[config.mk]
export PLATFORM = sky130hd
export DESIGN_NAME = i2s_tx_framer
export DESIGN_NICKNAME = d
export VERILOG_FILES = /design/src/rtl/i2s_tx_framer.sv
export SDC_FILE = /design/constraint.sdc
export NUM_CORES = 1
export LEC_CHECK = 0
export CORE_MARGIN = 3
export CORE_UTILIZATION = 49
export DETAILED_ROUTE_END_ITERATION = 10
export GPL_TIMING_DRIVEN = 0
export PLACE_DENSITY = 0.72
export SKIP_CTS_REPAIR_TIMING = 1
export SLEW_MARGIN = 5
export SYNTH_ARGS = -nofsm -noshare
export SYNTH_HDL_FRONTEND = slang
export SYNTH_SLANG_ARGS = --single-unit
[constraint.sdc]
create_clock -name BCLK -period 5.86 [get_ports BCLK]
set_clock_uncertainty 0.1 [all_clocks]
set_input_delay 0.879 -clock BCLK [delete_from_list [all_inputs] [get_ports BCLK]]
set_output_delay 0.879 -clock BCLK [all_outputs]
set_load 0.005 [all_outputs]
[src/rtl/i2s_tx_framer.sv]
// i2s_tx_framer: stereo I2S / left-justified DAC serializer with a one-entry sample hold buffer.
// Frames run back-to-back while enabled; each frame loads the held sample or plays silence.
module i2s_tx_framer #(
    parameter int DATA_WIDTH = 24,
    parameter int SLOT_WIDTH = 32,
    parameter bit I2S_MODE   = 1'b1
) (
    input  logic                  BCLK,
    input  logic                  reset,
    input  logic                  enable,
    input  logic [DATA_WIDTH-1:0] left_data,
    input  logic [DATA_WIDTH-1:0] rigth_data,
    input  logic                  sample_valid,
    output logic                  sample_ready,
    output logic                  DACLRC,
    output logic                  DACDAT,
    output logic                  frame_start,
    output logic                  underrun,
    output logic                  underrun_seen
);
    localparam int CW = $clog2(2 * SLOT_WIDTH);
    localparam logic [CW-1:0] LAST = CW'(2 * SLOT_WIDTH - 1);
    localparam logic [CW-1:0] SW_C = CW'(SLOT_WIDTH);
    localparam logic [DATA_WIDTH-1:0] MSB = DATA_WIDTH'(1) << (DATA_WIDTH - 1);

    if (SLOT_WIDTH < DATA_WIDTH) begin : g_width_check
        $error("i2s_tx_framer: SLOT_WIDTH must be >= DATA_WIDTH");
    end

    typedef enum logic {IDLE, RUN} state_t;

    state_t                state;
    logic [CW-1:0]         cnt, nc, s;
    logic [DATA_WIDTH-1:0] hold_l, hold_r, act_l, act_r, nl, nr;
    logic                  load, run_next, empty_load, right, lj, lj_q;

    // nc/nl/nr describe the position and data the registered outputs will show after this edge;
    // sample_ready doubles as the "hold buffer empty" flag.
    always_comb begin
        load       = enable && (state == IDLE || cnt == LAST);
        run_next   = load || (state == RUN && cnt != LAST);
        empty_load = load && sample_ready;
        nl         = load ? (sample_ready ? '0 : hold_l) : act_l;
        nr         = load ? (sample_ready ? '0 : hold_r) : act_r;
        nc         = load ? '0 : cnt + 1'b1;
        right      = nc >= SW_C;
        s          = right ? nc - SW_C : nc;
        lj         = |((right ? nr : nl) & (MSB >> s));
    end

    // MSB >> s runs out of the word for s >= DATA_WIDTH, which yields the slot padding zeros.
    always_ff @(posedge BCLK) begin
        if (reset) begin
            state         <= IDLE;
            cnt           <= '0;
            hold_l        <= '0;
            hold_r        <= '0;
            act_l         <= '0;
            act_r         <= '0;
            lj_q          <= 1'b0;
            sample_ready  <= 1'b1;
            DACLRC        <= 1'b0;
            DACDAT        <= 1'b0;
            frame_start   <= 1'b0;
            underrun      <= 1'b0;
            underrun_seen <= 1'b0;
        end else begin
            frame_start   <= load;
            underrun      <= empty_load;
            underrun_seen <= underrun_seen || empty_load;
            sample_ready  <= (sample_ready || load) && !(sample_valid && sample_ready);
            if (sample_valid && sample_ready) begin
                hold_l <= left_data;
                hold_r <= rigth_data;
            end
            state  <= run_next ? RUN : IDLE;
            cnt    <= run_next ? nc : '0;
            act_l  <= nl;
            act_r  <= nr;
            DACLRC <= run_next && right;
            lj_q   <= run_next && lj;
            DACDAT <= I2S_MODE ? lj_q : (run_next && lj);
        end
    end
endmodule
After elaboration in Yosys (flattened, before gate mapping). Cells that the tools add are included.

Register bits: 110. Output and inout port bits: 6. Input bits: 52. Logic and storage cells: 44.

Muxes and demuxes: 8. Add/sub/neg operators: 2. Shifts and indexed selects: 1. Eq/ne operators: 2. $lt $le $gt $ge: 1. Reduce and logical (&&, ||, !) cells: 14. Bitwise gates (word level): 3.

Operator list (count): $mux W24 (5); $and A24 B24 Y24 (1); $reduce_or A24 Y1 (1); $shr A24 B6 Y24 const A (1); $mux W6 (2); $logic_and A1 B1 Y1 (7); $add A6 B1 Y6 const B (1); $eq A6 B6 Y1 const B (1); $ge A6 B6 Y1 const B (1); $ne A6 B6 Y1 const B (1); $sub A6 B6 Y6 const B (1); $logic_or A1 B1 Y1 (4); $not A1 Y1 (2); $reduce_or A2 Y1 (1); $logic_not A1 Y1 (1); $mux W1 (1).

Longest topological paths before layout.
Depth in word-level cells: 10. Depth in mapped cells: 11. Gate-level depth less buffers: 9.

Worst setup path before layout. Ideal clock, no wire load.

Kind: input to register. From: input enable. To: register lj_q. Arrival time: 2.360 ns. Stages: 8. Path buffers: 1. Slack: 3.342 ns. Data required time: 5.701 ns. Library setup time: 0.059 ns. Cell sequence: and3_1 > a21oi_2 > clkbuf_1 > o21ai_0 > a2111oi_0 > nor2_1 > nand4_1 > o31a_1.

Cells in the longest elaborated chain, start to end: 8. Elaborated cells between the ends (all ways): 13. Classes of those cells: add/sub: 1; order compare: 1; shift: 1; mux: 5; bitwise: 1; reduce/logical: 4.

RTL lines: from (decl) (RTL line 10) `input logic enable,`; $logic_and A1 B1 Y1 * (RTL line 40) `load = enable && (state == IDLE || cnt == LAST);`; $mux W6 (RTL line 45) `nc = load ? '0 : cnt + 1'b1;`; $sub A6 B6 Y6 or $ge A6 B6 Y1 (tied branches) (RTL line 47, 46); $mux W6 (RTL line 47) `s = right ? nc - SW_C : nc;`; $shr A24 B6 Y24 (RTL line 48) `lj = |((right ? nr : nl) & (MSB >> s));`; $and A24 B24 Y24 (RTL line 48); $reduce_or A24 Y1 (RTL line 48); $logic_and A1 B1 Y1 *; to (signal assigned) (RTL line 81) `lj_q <= run_next && lj;`; to (decl) (RTL line 35) `logic load, run_next, empty_load, right, lj, lj_q;`.

Every way passes the cells marked *; elsewhere a longest branch is shown, timed or not. A chain may end at the register's enable or synchronous reset.

Worst setup path in the final report. Ends and elaborated chain as after synthesis.

==> out/qor.yml <==
layout:
  drive_gt1_share_pct: 4.77
  antenna_cells: 0
  finalNetCount: 699
  layoutNonFillerInstCount: 776
  syn2layout_area_growth_pct: 19.3
clock_tree:
  cts.clk_slew.worst_paths_ns: 0.10
  cts_buffers: 9
  clock-sinks: 110
  cts_tree: "done"
  h-tree-depth: 3
  root_buffer: "clkbuf_8"
  cts_buffer_depth: 2
  clk-insertion-delay-late_ns: 0.38
drt:
  route.final.wire_length_mm: 12.0
  dr.pass1.iters: 5
  vias: 4094
  drc: 0
  wl_per_cell_um: 15.5
  dr.first_iter.drc_count: 263
  ant_nets: 0
  via_per_inst: 5.28
logic_synthesis:
  async_flop_share_pct: 0
  yosysMostFrequentCell: "nand2_1"
  synth_ff_type: "dfxtp_1"
  post_synth.cell_area_avg_um2: 8.05
  netlist_area_um2: 4660
  synthTopCellsByCount: "nand2_1 (162), dfxtp_1 (110), a21oi_1 (103)"
  syn_nets: 632
  synthTopCellsByArea: "dfxtp_1 (47%), nand2_1 (13%), a21oi_1 (11%)"
  synth.yosys.seq_area_share_pct: 47.2
  synth-edff-count: 0
  syn_inst: 579
  yosysWarningCount: 0
  yosysTopAreaCell: "dfxtp_1"
  synth_seq_cells: 110
  netlist.area_leader.share_pct: 47.2
  netlist-cell-type-count: 45
floorplanning:
  dieArea_um2: 10700
  core_um2: 8980
  die_h_um: 104
  die_w_um: 104
  start_util_pct: 52.0
  num_rows: 34
  ios: 58
timing:
  setup_violations: 0
  final.setup.tns_ns: 0
  layout_setup_ws_ns: 2.60
  tightest_slew_ns: 0.736
  rsz0062_at_grt: "false"
  slew_headroom_pct: 50.7
  fmaxAchievable_ghz: 0.307
  fin_crit_sh_pct: 55.7
  min_period_ns: 3.26
  final_hold_viol_count: 0
  drv_slew: 0
job:
  maxCapViolCount: 0
critical_path:
  reg2reg_to: "lj_q"
  critical_path_peak_fanout: 10
  cp_slowest_cell: "a2111oi_0"
  worst-endpoint-required_ns: 6.09
  critPathLaunch: "enable"
  end_kind: "flip-flop"
  cp_cell_sequence: "clkdlybuf4s50_1, and3_1, a21oi_2, clkbuf_1, o21ai_0, a2111oi_0, nor2_1, nand4_1, o31a_1"
  path_delay_family: "compound AO/OA/AOI/OAI gates"
  max_stage_delay_ns: 0.52
  r2r-start: "cnt[0]"
  crit_type: "in2reg"
  startpoint_type: "input pin"
  reg2reg_depth: 10
  cp_num_buf_inv: 2
  worstPathArrival_ns: 3.49
  rrSetupSlack_ns: 2.76
min_path:
  hold_path.startpoint: "lj_q"
  holdPathEnd: "DACDAT"
  worstHoldPathCells: 1
  hold_class: "reg2reg"
global_routing:
  grt_max_degree: 20
  track_usage_pct: 22.3
  grt-ovfl-total: 0
  grt_pass1_vias: 3925
  grt_pass1_wl_mm: 19.3
  antenna_found_initial: 0
place:
  place_congestion: 1.00
  dp_cells: 761
  place_ws_ns: 2.24
  portBuffers: 56
  hpwl_mm: 9.28
power_and_ir_drop:
  leakage_uw: 0.00189
  powerDensity_nw_per_um2: 246
  ir_drop_mv: 0.182
run_status:
  outcome: "finished clean"
==> cell usage in the layout (no fill, tap or decap), types with 3 or more instances in the layout <==
cell               n
mux4_2             3
nand3b_1          43
nor3b_1            3
a31oi_1            3
nand4_1            3
a21oi_1          103
o22ai_1            4
clkbuf_8           9
nor2_1            24
nand2_1          162
clkbuf_1          37
dfxtp_1          110
inv_1              5
and3_1             6
nand3_1            4
o21ai_0            7
buf_2              3
xor2_1             4
mux2i_1            9
clkinv_4           3
a21o_1             3
nor2b_1            6
nand2b_1           3
clkdlybuf4s50_1   56
==> final cells by class <==
cell class	count	area, um2
fill	827	3410
multi-input combinational	419	2250
sequential	110	2200
timing repair buffer	56	561
buffer	45	195
tap	126	158
clock buffer	9	124
clock inverter	6	56.3
inverter	5	18.8
==> where the power goes <==
part           switching (uW)  internal [uW]
combinational            85.1           68.4
clock                     265            160
sequential               16.3            773
total                     367           1000
==> state kept, by name, summed over array words and instances, names as in the netlist, 6 cells and up <==
register and count:
hold_r 24, cnt 6, act_r 24, hold_l 24
act_l 24
==> cell families after synthesis <==
group	count (synthesis)	share of synthesized area, %
buffers and inverters	50	4.59
AND/OR/NAND/NOR	267	27.4
XOR/XNOR	7	1.72
AO/OA/AOI/OAI	132	15.4
adder cells (fa/ha/maj)	1	0.268
flip-flops	110	47.2
multiplexers	12	3.38
==> metrics by stage <==
step	power (uW)	cell area (um2)	hold WS (ns)	util, %
floorplan	888	4660	0.314	-
global placement	957	5380	0.328	60.0
detailed placement	960	5380	0.336	60.0
CTS	1380	5560	0.357	62.0
global route	1420	5560	0.374	62.0
finish	1370	5560	0.354	62.0
==> worst max-delay path by stage <==
| stage | endpoint | slack (ns) | depth (start not counted) |
|---|---|---|---|
| 6_report | lj_q | 2.60 | 9 |
| 2_1_floorplan | lj_q | 3.34 | 8 |
| 3_5_place_dp | act_l[14] | 2.24 | 8 |
| 4_1_cts | act_l[14] | 2.63 | 8 |
| 3_3_place_gp | act_l[14] | 2.21 | 8 |
| 5_1_grt | act_l[14] | 2.39 | 8 |
==> layer usage <==
metal	up-vias	GRT usage (%)	share of wire (%)
met4	0	8.83	2.7
met3	24	4.04	4.2
li1	2083	-	-
met5	-	0	0
met1	1897	29.9	47
met2	90	35.9	46
No activity file was read; power rests on OpenSTA's default activity.
